$ cat config.mk
export PLATFORM = sky130hd
export DESIGN_NAME = stream_mux_rr
export DESIGN_NICKNAME = d
export VERILOG_FILES = /design/src/rtl/stream_mux_rr.sv
export SDC_FILE = /design/constraint.sdc
export NUM_CORES = 1
export LEC_CHECK = 0
export CAP_MARGIN = 20
export CORE_ASPECT_RATIO = 0.7
export CORE_MARGIN = 3
export CORE_UTILIZATION = 39
export DETAILED_ROUTE_END_ITERATION = 8
export PLACE_DENSITY = 0.78
export SYNTH_ARGS = -nofsm -noshare
export SYNTH_HDL_FRONTEND = slang
export SYNTH_SLANG_ARGS = --single-unit
$ cat constraint.sdc
create_clock -name clk -period 3.5 [get_ports clk]
set_input_delay 0.7 -clock clk [delete_from_list [all_inputs] [get_ports clk]]
set_output_delay 0.7 -clock clk [all_outputs]
set_load 0.05 [all_outputs]
$ cat src/rtl/stream_mux_rr.sv
// N-channel registered stream mux with valid/ready handshake: fixed-select or round-robin.
// Optional packet lock (channel held until its last beat) enabled by defining MUX_PKT_LOCK_EN.
module stream_mux_rr #(
  parameter int unsigned WIDTH    = 8,
  parameter int unsigned CHANNELS = 4,
  localparam int unsigned SEL_W   = $clog2(CHANNELS)
) (
  input  logic                      clk,
  input  logic                      rst_n,
  input  logic                      mode_i,
  input  logic [SEL_W-1:0]          sel_i,
  input  logic [CHANNELS*WIDTH-1:0] in_data_i,
  input  logic [CHANNELS-1:0]       in_valid_i,
`ifdef MUX_PKT_LOCK_EN
  input  logic [CHANNELS-1:0]       in_last_i,
`endif
  output logic [CHANNELS-1:0]       in_ready_o,
  output logic [WIDTH-1:0]          out_data_o,
  output logic                      out_valid_o,
  input  logic                      out_ready_i,
  output logic [SEL_W-1:0]          out_chan_o
`ifdef MUX_PKT_LOCK_EN
  ,
  output logic                      out_last_o
`endif
);

  localparam int unsigned LAST_CH = CHANNELS - 1;

  logic             load_c;
  logic             pick_c;
  logic             xfer_c;
  logic             adv_c;
  logic [SEL_W-1:0] chan_c;
  logic             rr_hit_c;
  logic [SEL_W-1:0] rr_chan_c;
  logic [31:0]      rr_idx_c;

  logic [WIDTH-1:0] out_data_q, out_data_d;
  logic [SEL_W-1:0] out_chan_q, out_chan_d;
  logic             out_valid_q, out_valid_d;
  logic [SEL_W-1:0] ptr_q, ptr_d;

`ifdef MUX_PKT_LOCK_EN
  typedef enum logic {ST_IDLE, ST_LOCKED} state_e;
  state_e           state_q, state_d;
  logic [SEL_W-1:0] lk_q, lk_d;
  logic             out_last_q, out_last_d;
  logic             last_c;
`endif

  // First valid channel at or after the round-robin pointer, with wrap.
  always_comb begin
    rr_hit_c  = 1'b0;
    rr_chan_c = '0;
    rr_idx_c  = '0;
    for (int unsigned k = 0; k < CHANNELS; k++) begin
      rr_idx_c = 32'(ptr_q) + k;
      if (rr_idx_c >= CHANNELS) rr_idx_c = rr_idx_c - CHANNELS;
      if (!rr_hit_c && in_valid_i[SEL_W'(rr_idx_c)]) begin
        rr_hit_c  = 1'b1;
        rr_chan_c = SEL_W'(rr_idx_c);
      end
    end
  end

  // Channel selection; a locked packet overrides mode and sel.
  always_comb begin
    pick_c = 1'b0;
    chan_c = '0;
`ifdef MUX_PKT_LOCK_EN
    if (state_q == ST_LOCKED) begin
      pick_c = 1'b1;
      chan_c = lk_q;
    end else
`endif
    if (mode_i) begin
      pick_c = rr_hit_c;
      chan_c = rr_chan_c;
    end else begin
      pick_c = (32'(sel_i) < CHANNELS);
      chan_c = sel_i;
    end
  end

  assign load_c = !out_valid_q || out_ready_i;

  always_comb begin
    in_ready_o = '0;
    if (rst_n && load_c && pick_c) in_ready_o[chan_c] = 1'b1;
  end

  assign xfer_c = |(in_ready_o & in_valid_i);

`ifdef MUX_PKT_LOCK_EN
  assign last_c = in_last_i[chan_c];
  assign adv_c  = last_c;
`else
  assign adv_c  = 1'b1;
`endif

  // Output register and pointer next-state.
  always_comb begin
    out_data_d  = out_data_q;
    out_chan_d  = out_chan_q;
    out_valid_d = out_valid_q;
    ptr_d       = ptr_q;
`ifdef MUX_PKT_LOCK_EN
    out_last_d  = out_last_q;
`endif
    if (xfer_c) begin
      out_data_d  = in_data_i[32'(chan_c)*WIDTH +: WIDTH];
      out_chan_d  = chan_c;
      out_valid_d = 1'b1;
`ifdef MUX_PKT_LOCK_EN
      out_last_d  = last_c;
`endif
      if (mode_i && adv_c) ptr_d = (32'(chan_c) == LAST_CH) ? '0 : SEL_W'(32'(chan_c) + 32'd1);
    end else if (out_ready_i) begin
      out_valid_d = 1'b0;
    end
  end

`ifdef MUX_PKT_LOCK_EN
  // Packet lock: hold the granted channel until it presents its last beat.
  always_comb begin
    state_d = state_q;
    lk_d    = lk_q;
    case (state_q)
      ST_IDLE: begin
        if (xfer_c && !last_c) begin
          state_d = ST_LOCKED;
          lk_d    = chan_c;
        end
      end
      ST_LOCKED: begin
        if (xfer_c && last_c) state_d = ST_IDLE;
      end
      default: state_d = ST_IDLE;
    endcase
  end

  always_ff @(posedge clk or negedge rst_n) begin
    if (!rst_n) begin
      state_q    <= ST_IDLE;
      lk_q       <= '0;
      out_last_q <= 1'b0;
    end else begin
      state_q    <= state_d;
      lk_q       <= lk_d;
      out_last_q <= out_last_d;
    end
  end

  assign out_last_o = out_last_q;
`endif

  always_ff @(posedge clk or negedge rst_n) begin
    if (!rst_n) begin
      out_data_q  <= '0;
      out_chan_q  <= '0;
      out_valid_q <= 1'b0;
      ptr_q       <= '0;
    end else begin
      out_data_q  <= out_data_d;
      out_chan_q  <= out_chan_d;
      out_valid_q <= out_valid_d;
      ptr_q       <= ptr_d;
    end
  end

  assign out_data_o  = out_data_q;
  assign out_chan_o  = out_chan_q;
  assign out_valid_o = out_valid_q;

endmodule

==> flow_metrics.env <==
export IMPL_antenna_violations_before_repair=0
export IMPL_min_period_over_period=0.950
export IMPL_post_cts_buffers=0
export IMPL_setup_viol_count_final=0
export IMPL_numCtsBuffers=3
export IMPL_clockPowerShare=0.103
export IMPL_tritoncts_clock_tree="yes"
export IMPL_antenna_left=0
export IMPL_finalWeightedCongestion=0.881
export IMPL_chipWidth_um=69.6
export IMPL_hold_viol_final=0
export IMPL_netlist_area_um2=1100
export IMPL_critPathSlowestCell="sky130_fd_sc_hd__clkdlybuf4s50_1"
export IMPL_cts_clk_slew_worst_paths_ns=0.05
export IMPL_cap_violations=0
export IMPL_hp_class="register to register"
export IMPL_grtUsageTotal=0.194
export IMPL_synth_seq_area_share=0.295
export IMPL_netlist_cell_type_count=34
export IMPL_required_ns=2.80
export IMPL_timing_critical_path_fanout_max=7
export IMPL_cellLeakagePower_nw=0.804
export IMPL_fin_nets=214
export IMPL_pin_count_of_the_biggest_net_entering_global_routing=20
export IMPL_synth_seq_cells=13
export IMPL_floorplan_core_area_um2=2570
export IMPL_use_met2=0.310
export IMPL_grt_remaining_overflow=0
export IMPL_dieArea_um2=3510
export IMPL_arrival_ns=2.63
export IMPL_place_hpwl_mm=2.70
export IMPL_power_internal_w=0.000667
export IMPL_pwr_share_seq=0.232
export IMPL_drt_wl_total_mm=3.24
export IMPL_power_per_cell_area_nw_per_um2=702
export IMPL_fin_worst_hold_slack_ns=0.519
export IMPL_syn2layout_area_growth_pct=60.1
export IMPL_floorplan_initialDensity=0.429
export IMPL_numPlacedInstances=199
export IMPL_peakVddDrop_mv=0.239
export IMPL_synthesis_area_per_instance_um2=10.1
export IMPL_fin_worst_skew_ns=0.00153
export IMPL_drt_pass1_iter_count=4
export IMPL_n_antenna_cell=0
export IMPL_avgViaCountPerCell=5.04
export IMPL_gr_usage_met3=0.0280
export IMPL_max_freq_mhz=301
export IMPL_port_buffers=56
export IMPL_boundaryPins=57
export IMPL_critPathMaxStageDelay_ns=0.60
export IMPL_yosys_warnings=0
export IMPL_final_max_slew_viol_count=0
export IMPL_cts_max_path_buffers=2
export IMPL_via_count_of_the_first_global_routing_pass=1039
export IMPL_worst_setup_path_end_kind="output pin"
export IMPL_grt_setup_unrepaired="no"
export IMPL_status="finished clean"
export IMPL_busiest_grt_layer="met2"
export IMPL_startpoint_type="input pin"
export IMPL_tns_ns=0
export IMPL_post_route_cells_drive_above_1_share=0.195
export IMPL_timing_final_crit_period_ns=3.33
export IMPL_drtIter0Drc=30
export IMPL_cts_hold_repair_buffers=0
export IMPL_final_cell_count_no_fill=203
export IMPL_clock_root_buffer="sky130_fd_sc_hd__clkbuf_8"
export IMPL_drt_drc_violations_left=0
export IMPL_max_slew_worst_pin_slew_ns=0.511
export IMPL_clock_insertion_delay_worst_skew_ns=0.23
export IMPL_category_of_the_most_critical_setup_path="input pin to output pin"
export IMPL_crit_chain="clkdlybuf4s50_1 -> nand2_1 -> o221ai_1 -> a31oi_4 -> inv_4 -> ha_1 -> and2_1 -> buf_4"
export IMPL_clock_sinks=13
export IMPL_route_detailed_wl_per_inst_um=16.0
export IMPL_h_tree_depth=1
export IMPL_syn_nets=153
export IMPL_grt_pass1_wl_mm=5.31
export IMPL_fillerInstances=188
export IMPL_maxSlewHeadroom=0.658
export IMPL_p_sw_w=0.000573
export IMPL_pwr_share_comb=0.664
export IMPL_die_height_um=50.5
export IMPL_netlist_instances=109
export IMPL_swShare=0.462
export IMPL_vias=1024
export IMPL_global_route_usage_met1=0.272
export IMPL_fp_row_count=15
## final timing paths
check,start,end,slack (ns),cells after the start
max,in_valid_i[0],in_ready_o[2],0.17,8
min,out_data_o[7]$_DFFE_PN0P_,out_data_o[7]$_DFFE_PN0P_,0.52,1
max reg2reg,ptr_q[1]$_DFFE_PN0P_,out_data_o[3]$_DFFE_PN0P_,0.70,10
min reg2reg,out_data_o[7]$_DFFE_PN0P_,out_data_o[7]$_DFFE_PN0P_,0.52,1
max in group asynchronous,rst_n,out_chan_o[1]$_DFFE_PN0P_,2.52,2
min in group asynchronous,rst_n,out_data_o[1]$_DFFE_PN0P_,0.82,2
## power groups by stage
stage	registers (W)	clock network [W]	logic, W
2_1_floorplan	0.000493	0	0.000351
3_3_place_gp	0.000286	0	0.000809
3_5_place_dp	0.000288	0	0.000824
4_1_cts	0.000288	0.000134	0.000826
5_1_grt	0.000299	0.000141	0.000869
6_report	0.000288	0.000128	0.000824
## logic make-up (layout without fill, tap and decap cells)
group,Yosys count,after routing,share of synthesized area
adder cells (fa/ha/maj),3,3,0.0317
AO/OA/AOI/OAI,27,27,0.171
multiplexers,26,26,0.314
flip-flops,13,13,0.295
AND/OR/NAND/NOR,29,29,0.128
buffers and inverters,11,71,0.0601
## repair_timing
item	in CTS	in global routing
setup endpoints to repair	0	11
gates resized for setup	0	3
endpoints found under the hold margin	0	0
## worst max-delay path: cells and delay by family
family,cells,cell delay (ns)
buf+inv,3,0.91
fa+ha+maj,1,0.16
compound gates,2,0.60
simple gates,2,0.24
## Yosys cell counts (all sizes together)
| cell | count | area, um^2 |
|---|---|---|
| nor2b | 3 | 18.8 |
| a22oi | 1 | 7.51 |
| mux2 | 18 | 267 |
| a31oi | 2 | 27.5 |
| a21o | 1 | 7.51 |
| nor2 | 5 | 18.8 |
| nand3b | 1 | 7.51 |
| dfrtp | 13 | 325 |
| inv | 7 | 28.8 |
| buf | 3 | 33.8 |
| nand2 | 13 | 48.8 |
| o211ai | 1 | 7.51 |
| a311oi | 1 | 8.76 |
| ha | 2 | 25.0 |
| o21ai | 10 | 50.1 |
| nand4 | 2 | 12.5 |
| mux2i | 8 | 80.1 |
| o221ai | 1 | 8.76 |
| o21bai | 2 | 15.0 |
| a21boi | 3 | 22.5 |
| nand3 | 1 | 10.0 |
| nand2b | 1 | 6.26 |
| o211a | 1 | 10.0 |
| a211o | 1 | 8.76 |
| and2 | 2 | 12.5 |
| a21oi | 3 | 15.0 |
| maj3 | 1 | 10.0 |
| clkbuf | 1 | 3.75 |
| nor4 | 1 | 6.26 |
## registers in the layout (all words and copies together) (netlist names)
signal and count:
out_valid_o 1, out_chan_o 2, out_data_o 8, ptr_q 2
## placed cells by master, fill, tap and decap left out, types with 3 or more instances in the layout
cell and count:
sky130_fd_sc_hd__o21ai_1 8, sky130_fd_sc_hd__mux2_4 17, sky130_fd_sc_hd__clkdlybuf4s50_1 50, sky130_fd_sc_hd__inv_1 6, sky130_fd_sc_hd__clkbuf_8 3, sky130_fd_sc_hd__buf_4 6
sky130_fd_sc_hd__nor2_1 5, sky130_fd_sc_hd__a21oi_1 3, sky130_fd_sc_hd__mux2i_1 8, sky130_fd_sc_hd__dfrtp_1 13, sky130_fd_sc_hd__nand2_1 13
## per-stage QoR
step / total power [W] / util / worst slack [ns] / cell area, um^2
finish: 0.00124 / 0.687 / 0.174 / 1770
global route: 0.00131 / 0.687 / 0.0631 / 1770
CTS: 0.00125 / 0.684 / 0.0914 / 1760
detailed placement: 0.00111 / 0.667 / -0.0839 / 1710
global placement: 0.00110 / 0.667 / 0.0556 / 1710
floorplan: 0.000844 / - / 0.486 / 1100
## metal layers
layer	vias up	share of wire	wire, um
met4	0	0.012	39
met2	44	0.47	1530
met3	4	0.061	199
li1	513	-	-
met5	-	0	0
met1	463	0.45	1470
## area by class of cell
cell class / instances / area, um^2 / share of cell area
tap: 34 / 42.5 / 0.0241
inverter: 7 / 28.8 / 0.0163
timing repair buffer: 60 / 611 / 0.346
clock buffer: 4 / 45.0 / 0.0255
multi-input combinational: 85 / 714 / 0.404
sequential: 13 / 325 / 0.184
Note: power is estimated with default switching activity, not from simulation.
